--- src/rtl/coin_acceptor.sv ---
// Coin-sensor front end: synchronises, debounces and qualifies two coin slots into a one-cycle code.
// Optional running deposit counter enabled by defining COIN_ACCEPTOR_TOTAL_EN.
module coin_acceptor #(
    parameter int DEBOUNCE_CYCLES = 4,
    parameter int CNT_W           = 8,
    parameter int TOTAL_W         = 8
) (
    input  logic               clk,
    input  logic               rst,
    input  logic               coin5_raw,
    input  logic               coin10_raw,
    input  logic               accept_en,
`ifdef COIN_ACCEPTOR_TOTAL_EN
    input  logic               total_clr,
    output logic [TOTAL_W-1:0] coin_total,
`endif
    output logic [1:0]         in_code,
    output logic               reject
);

    typedef enum logic [1:0] {
        IDLE         = 2'd0,
        DEBOUNCE     = 2'd1,
        WAIT_RELEASE = 2'd2
    } state_t;

    localparam logic [CNT_W-1:0] DB_MAX  = CNT_W'(DEBOUNCE_CYCLES);
    localparam logic [CNT_W-1:0] CNT_ONE = CNT_W'(1);
    localparam logic [1:0]       CODE_5  = 2'b01;
    localparam logic [1:0]       CODE_10 = 2'b10;

    // Elaboration-time parameter sanity checks.
    if ((DEBOUNCE_CYCLES < 1) || (DEBOUNCE_CYCLES > 255)) begin : g_bad_debounce
        $error("coin_acceptor: DEBOUNCE_CYCLES out of range");
    end
    if ((CNT_W < 1) || (CNT_W > 31) || (DEBOUNCE_CYCLES >= (1 << CNT_W))) begin : g_bad_cnt_w
        $error("coin_acceptor: CNT_W cannot hold DEBOUNCE_CYCLES");
    end
    if (TOTAL_W < 1) begin : g_bad_total_w
        $error("coin_acceptor: TOTAL_W must be at least 1");
    end

    // Two-flop synchronisers for the asynchronous sensor lines.
    logic       r_s5_meta;
    logic       r_s5;
    logic       r_s10_meta;
    logic       r_s10;

    state_t     r_state;
    state_t     w_state_nxt;
    logic [CNT_W-1:0] r_cnt;
    logic [CNT_W-1:0] w_cnt_nxt;
    logic       r_slot10;
    logic       w_slot10_nxt;
    logic [1:0] r_in_code;
    logic [1:0] w_code_nxt;
    logic       r_reject;
    logic       w_reject_nxt;

    logic       w_latched;
    logic       w_other;

    assign w_latched = r_slot10 ? r_s10 : r_s5;
    assign w_other   = r_slot10 ? r_s5  : r_s10;

    // NOTE: reset is synchronous here, so it lives inside the clocked branch and
    // every state element uses non-blocking assignment to avoid ordering races.
    always_ff @(posedge clk) begin
        if (rst) begin
            r_s5_meta  <= 1'b0;
            r_s5       <= 1'b0;
            r_s10_meta <= 1'b0;
            r_s10      <= 1'b0;
            r_state    <= IDLE;
            r_cnt      <= '0;
            r_slot10   <= 1'b0;
            r_in_code  <= 2'b00;
            r_reject   <= 1'b0;
        end else begin
            r_s5_meta  <= coin5_raw;
            r_s5       <= r_s5_meta;
            r_s10_meta <= coin10_raw;
            r_s10      <= r_s10_meta;
            r_state    <= w_state_nxt;
            r_cnt      <= w_cnt_nxt;
            r_slot10   <= w_slot10_nxt;
            r_in_code  <= w_code_nxt;
            r_reject   <= w_reject_nxt;
        end
    end

    // NOTE: every signal written below gets a default first, so no path can infer a latch.
    always_comb begin
        w_state_nxt  = r_state;
        w_cnt_nxt    = r_cnt;
        w_slot10_nxt = r_slot10;
        w_code_nxt   = 2'b00;
        w_reject_nxt = 1'b0;

        unique case (r_state)
            IDLE: begin
                if (r_s5 && r_s10) begin
                    w_reject_nxt = 1'b1;
                    w_cnt_nxt    = '0;
                    w_state_nxt  = WAIT_RELEASE;
                end else if (r_s5 || r_s10) begin
                    w_slot10_nxt = r_s10;
                    w_cnt_nxt    = CNT_ONE;
                    w_state_nxt  = DEBOUNCE;
                end
            end

            DEBOUNCE: begin
                if (!w_latched) begin
                    w_cnt_nxt   = '0;
                    w_state_nxt = IDLE;
                end else if (w_other) begin
                    w_reject_nxt = 1'b1;
                    w_cnt_nxt    = '0;
                    w_state_nxt  = WAIT_RELEASE;
                end else if (r_cnt == DB_MAX) begin
                    if (accept_en) begin
                        w_code_nxt = r_slot10 ? CODE_10 : CODE_5;
                    end else begin
                        w_reject_nxt = 1'b1;
                    end
                    w_cnt_nxt   = '0;
                    w_state_nxt = WAIT_RELEASE;
                end else begin
                    w_cnt_nxt = r_cnt + CNT_ONE;
                end
            end

            WAIT_RELEASE: begin
                // A held coin keeps restarting the release count, so it yields one code only.
                if (r_s5 || r_s10) begin
                    w_cnt_nxt = '0;
                end else if (r_cnt == DB_MAX) begin
                    w_cnt_nxt   = '0;
                    w_state_nxt = IDLE;
                end else begin
                    w_cnt_nxt = r_cnt + CNT_ONE;
                end
            end

            default: begin
                w_cnt_nxt   = '0;
                w_state_nxt = IDLE;
            end
        endcase
    end

    assign in_code = r_in_code;
    assign reject  = r_reject;

`ifdef COIN_ACCEPTOR_TOTAL_EN
    logic [TOTAL_W-1:0] r_total;
    logic [1:0]         w_inc;
    logic [TOTAL_W:0]   w_sum;

    assign w_inc = (w_code_nxt == CODE_10) ? 2'd2 :
                   (w_code_nxt == CODE_5)  ? 2'd1 : 2'd0;
    assign w_sum = {1'b0, r_total} + (TOTAL_W + 1)'(w_inc);

    // Saturate at all-ones; clear takes priority over a same-edge increment.
    always_ff @(posedge clk) begin
        if (rst || total_clr) begin
            r_total <= '0;
        end else if (w_sum[TOTAL_W]) begin
            r_total <= '1;
        end else begin
            r_total <= w_sum[TOTAL_W-1:0];
        end
    end

    assign coin_total = r_total;
`endif

endmodule

--- config.mk ---
export PLATFORM = sky130hd
export DESIGN_NAME = coin_acceptor
export DESIGN_NICKNAME = d
export VERILOG_FILES = /design/src/rtl/coin_acceptor.sv
export SDC_FILE = /design/constraint.sdc
export NUM_CORES = 1
export LEC_CHECK = 0
export CAP_MARGIN = 5
export CORE_MARGIN = 4
export CORE_UTILIZATION = 58
export CTS_CLUSTER_SIZE = 8
export DETAILED_ROUTE_END_ITERATION = 8
export GPL_TIMING_DRIVEN = 0
export PLACE_DENSITY = 0.86
export SYNTH_ARGS = -nofsm -noshare
export SYNTH_HDL_FRONTEND = slang
export SYNTH_SLANG_ARGS = --single-unit
--- constraint.sdc ---
create_clock -name clk -period 4.9 [get_ports clk]
set_clock_uncertainty 0.05 [all_clocks]
set_input_delay 0.735 -clock clk [delete_from_list [all_inputs] [get_ports clk]]
set_output_delay 0.735 -clock clk [all_outputs]
set_load 0.05 [all_outputs]
==> metrics.txt <==
total detailed-routing wirelength 1.57 mm; number of gates given a new drive strength after cts 0; sink of the worst hold path r_s10; terminus of the critical flop-to-flop path r_cnt[6]; CP Data Required Time 4.12 ns; worst-path fanout max 1; WL per Instance 13.0 µm; grt ovf 0; final setup margin 2.69 ns; outcome completed; Final period util 0.452; Root Buffer clkbuf_4; count of fill cells added during filler insertion 94; unrepaired setup endpoints after global routing false; Internal Dissipation 0.208 mW; Detail Route Antenna Nets 0; share of the yosys chip area belonging to registers 0.421; count of input and output buffers 7; Clock Power Share 0.339; stage delay of the slowest cell on the critical path 0.79 ns; kind of end point of the critical path output pin; sequence of cells on the critical path clkdlybuf4s50_1; arithmetic-cell share of the synthesized area counting full adders, half adders and majority gates 0.0585; total count of max-transition violations in the final report 0; total global routing track utilization 0.190; Final nets 116; TritonCTS clock tree done; static power due to leakage 0.357 nW; worst-margin pin slew 0.539 ns; Comb power frac 0.093; post-CTS setup-driven buffer insertion count 0; Clk Latency, worst-skew pair 0.30 ns; synth unique cells 37; summed area of non-filler cells in the final layout 981 µm²; number of maximum-capacitance violations 0; worst-case reg-to-reg path depth 7; number of standard-cell rows in the floorplan 13; final worst hold slack 0.397 ns; VDD IR max 0.000142 V; gate count after technology mapping 95; worst slew margin relative to its limit 0.631; startpoint kind of the worst setup timing path register; antenna violations before repair 0; CTS H-tree depth 1; combinational family with the most area after synthesis simple AND/OR/NAND/NOR gates; Power Dens Cells 276 nW/µm²; ports placed on the boundary 8; Critical Path Slowest Stage Cell clkdlybuf4s50_1; global-route wire length before repair 2.88 mm; fraction of final layout cells with drive strength greater than 1 0.0566; die span in x 46.4 µm; # placed instances 117; maximum achievable frequency 452 MHz; mux contribution to synthesized area 0.0117; area of the mapped netlist 856 µm²; r2r setup slk 2.91 ns; complex-gate fraction of the synthesized area 0.123; worst flop-to-flop path startpoint r_s10; DRC 0; post-synthesis to final-layout area growth 14.6%; nets in the synthesized netlist 104; pre-CTS WS 2.83 ns; post-DP HPWL 1.18 mm; clock input transition at the sequential cells of the worst setup and hold paths 0.11 ns; vias per inst 5.88; FF/Latch Area 360 µm²; net switching power figure 0.0634 mW; final sum of negative setup slack 0 ns; # setup viols final 0; mean instance size in the synthesized netlist 9.01 µm²; count of state elements after synthesis 18; worst hold path depth 1; worst path arrival time 1.43 ns; number of buffers added to fix hold violations after cts 0; number of global-route vias before repair 674; placer congestion estimate 0.759; post-layout power 0.271 mW; number of iterations in the first detailed-routing pass 4; area occupied by multi-input gates 464 µm²; most common cell after layout, fill and taps aside dfxtp_1; Cell Area, Placed 945 µm²; hold violation count in the final report 0; category of the most critical setup path reg2out; sequential group share of total power 0.568; number of inserted diodes 0; highest-count cells in the layout ignoring fill and taps dfxtp_1, nor2_1, nor2b_1, clkdlybuf4s50_1, inv_1; die extent in y 46.4 µm; Max clock buf depth 2; CORE AREA 1350 µm²; largest net degree at the start of global routing 11; post-layout min period 2.21 ns; total buffers and inverters traversed by the critical path 1; via count 712; startpoint of the lowest-slack hold path r_s10_meta; starting utilization of the core area 0.634; post-synthesis simple-gate area fraction 0.298; die area 2150 µm²; parity-gate share of the synthesized area counting xor and xnor cells 0.0512; number of warnings printed during yosys synthesis 0; path type of the worst min-delay path reg2reg; clock sink total 18; family with the most delay on the worst path buffers and inverters; switching part of the total 0.234; Final Util 0.727; Final Non-Filler Cells 121; drt first-iter violations 11; total clock buffers created by CTS 3
## routing by layer
layer | vias to the layer above | track usage | part of all wire
met2 | 20 | 0.288 | 0.45
met5 | - | 0 | 0
li1 | 356 | - | -
met3 | 3 | 0.0430 | 0.056
met4 | 0 | 0.119 | 0.021
met1 | 333 | 0.239 | 0.47
## power groups by stage
stage / clock network (mW) / registers [mW] / logic, mW
CTS: 0.0936 / 0.154 / 0.0251
floorplan: 0 / 0.156 / 0.0170
detailed placement: 0 / 0.157 / 0.0249
finish: 0.0918 / 0.154 / 0.0253
global route: 0.101 / 0.155 / 0.0285
global placement: 0 / 0.157 / 0.0240
## cells by family after synthesis
| family | Yosys count |
|---|---|
| muxes | 1 |
| DFF | 18 |
| and+or+nand+nor | 44 |
| xor gates and xnor gates | 5 |
| buffers and inverters | 8 |
| adders and majority gates | 4 |
| AOI/OAI and AO/OA | 15 |
## worst max-delay path by stage
stage / slack (ns) / startpoint / depth (start not counted) / to
floorplan: 3.20 / r_s10 / 7 / r_cnt[6]
global placement: 2.84 / rst / 4 / r_state[1]
detailed placement: 2.83 / rst / 4 / r_state[1]
CTS: 2.67 / reject / 1 / reject
global route: 2.64 / in_code[0] / 1 / in_code[0]
finish: 2.69 / reject / 1 / reject
## area by class of cell
class	count	share of cell area
multi-input combinational	69	0.473
sequential	18	0.367
tap	15	0.0191
clock buffer	4	0.0370
timing repair buffer	7	0.0714
buffer	2	0.00893
inverter	6	0.0230
## synth_stat cells
cell type   n  share of area
nor3_1      1         0.0058
a21oi_2     1          0.010
nor2_1      9          0.039
nor4bb_1    1          0.012
o21ai_1     1         0.0058
xor2_1      3          0.031
a21oi_1     3          0.018
a21boi_0    1         0.0088
and2_1      2          0.015
mux2i_1     1          0.012
inv_1       6          0.026
and3b_1     1          0.010
nand4_1     3          0.022
or4_1       1         0.0088
nand3b_1    2          0.018
a21boi_1    1         0.0088
or3_1       1         0.0073
nand2_1     5          0.022
ha_1        4          0.058
o41ai_1     1          0.010
nor4_1      2          0.015
a31oi_1     1         0.0073
or2b_1      1         0.0088
dfxtp_1    18           0.42
or3b_1      2          0.020
nor2b_1     7          0.051
buf_2       1         0.0058
a2111oi_0   1          0.010
a221o_1     1          0.012
nand2b_1    2          0.015
clkbuf_1    1         0.0044
nand3_1     2          0.012
nor3b_1     2          0.018
o32ai_1     1          0.010
o21ai_0     2          0.012
a221oi_1    1          0.010
xnor2_1     2          0.020
## sequential cells by signal, indices dropped and copies added, names as in the netlist
signal      count
r_s5            1
r_cnt           8
r_state         2
r_slot10        1
in_code         2
r_s5_meta       1
r_s10           1
r_s10_meta      1
reject          1
## worst reg2reg max path, cell delays in order (launching register included)
cell and delay, ns:
dfxtp_1 0.45, inv_1 0.07, ha_1 0.26, or3b_1 0.18, buf_2 0.17, nand4_1 0.19
or3_1 0.41, a21oi_2 0.13
Power figures use the tool's default switching activity.
==> patch (same flow settings) <==
Register the output `in_code` once more, with the module's reset; this adds one clock of latency there. The other outputs are not delayed to match.
--- a/src/rtl/coin_acceptor.sv
+++ b/src/rtl/coin_acceptor.sv
@@ -151,5 +151,11 @@
     end
 
-    assign in_code = r_in_code;
+    always_ff @(posedge clk) begin
+        if (rst) begin
+            in_code <= '0;
+        end else begin
+            in_code <= r_in_code;
+        end
+    end
     assign reject  = r_reject;
 
Behaviour: not the same (Yosys sat finds a counterexample within 10 cycles, from zero or initial values and one cycle with rst high).
==> patch against the unedited design <==
Synthesized cell count increased by 9.5%; global-route usage decreased by 3.3 points; final area increased by 9.3%; synthesized area up 11%; maximum frequency is 0.37% lower; setup slack got worse by 0.0081 ns; total power rose by 7.8%; clock power increased by 5.9%; critical path depth unchanged; sequential cell count up 2; routed wire length up 9.2%; final cell count increased by 8.3%; largest power group unchanged.
==> patch: results (changes against the unedited design) <==
- Fillcell total: 122 (+30%)
- Comb_multi_in: 77 (+12%)
- Non-filler instance count after layout: 131 (+8.3%)
- Placed instance area: 0.001036 mm² (+9.7%)
- Met3 WL: 57 µm (-35%)
- Signal buf overhead: 0.07701 (-0.003344)
- Reg2reg setup slack: 2.95 ns (+0.04 ns)
- Vias in the first global route: 703 (+4.3%)
- Logic inverters: 4 (-2)
- Hold Slack: 0.3991 ns (+0.002189 ns)
- Hold Path Origin: r_in_code[1]$_SDFF_PP0_
- Fin worst setup slack: 2.679 ns (-0.008140 ns)
- Sequential share of cell area: 0.3734 (+0.006048)
- All-Layer GR Usage: 0.1572 (-0.03291)
- Worst flop-to-flop path endpoint: r_state[1]$_SDFFE_PP0P_
- Leakage power: 0.4106 nW (+15%)
- Design Area, Final: 0.001072 mm² (+9.3%)
- Setup slack at placement: 2.763 ns (-0.06376 ns)
- Most instantiated cells after synthesis: 20 x dfxtp_1, 10 x nand2_1, 10 x nor2_1, 7 x nor2b_1, 6 x nor3_1
- M1 wire length: 838 µm (+12%)
- Met2 Wirelength: 783 µm (+11%)
- Slew HR: 0.6626 (+0.03124)
- Met2 Track Usage GR: 0.2348 (-0.05368)
- Sw Share: 0.2367 (+0.002525)
- Via density: 5.885 (about the same)
- Global routing usage on met1: 0.2015 (-0.03792)
- Largest net degree at the start of global routing: 12 (+1)
- First-pass GRT wire length: 2967 µm (+2.9%)
- Clk sink count: 20 (+2)
- Placer congestion estimate: 0.8299 (+9.4%)
- Hold Path End: in_code[1]$_SDFF_PP0_
- Layout cells sized above 1: 0.09565 (+0.03905)
- Final clock-cell share: 0.03384 (-0.003151)
- Top cells by area, synth: dfxtp_1 42%, ha_1 5.3%, nor2b_1 4.6%
- Power Sequential: 0.169 mW (+9.7%)
- Bufs w/o clock: 10 (+1)
- Status: completed
- Synth Area per Inst: 9.095 µm² (+0.96%)
- Reg-to-reg startpoint: r_cnt[0]$_SDFFE_PP0N_
- Clock network power consumption: 0.0972 mW (+5.9%)
- Detailed Route Iter0 Violations: 6 (-5)
- GR Layer Usage met3: 0.03681 (-0.006159)
- Synth cell types: 35 (-5.4%)
-- patch: logic make-up after synthesis --
family / synth area share
xor gates and xnor gates: 0.04629
and+or+nand+nor: 0.3294
DFF: 0.4233
AOI/OAI and AO/OA: 0.1071
adders and majority gates: 0.05291
muxes: 0.01190
buffers and inverters: 0.02909
-- patch: worst max-delay path by stage --
| stage | start | to | cells past startpoint |
|---|---|---|---|
| 2_1_floorplan | r_cnt[0]$_SDFFE_PP0N_ | r_in_code[1]$_SDFF_PP0_ | 6 |
| 3_3_place_gp | rst | r_in_code[1]$_SDFF_PP0_ | 3 |
| 3_5_place_dp | rst | r_in_code[1]$_SDFF_PP0_ | 3 |
| 4_1_cts | reject$_SDFF_PP0_ | reject | 1 |
| 5_1_grt | in_code[0]$_SDFF_PP0_ | in_code[0] | 1 |
| 6_report | reject$_SDFF_PP0_ | reject | 1 |
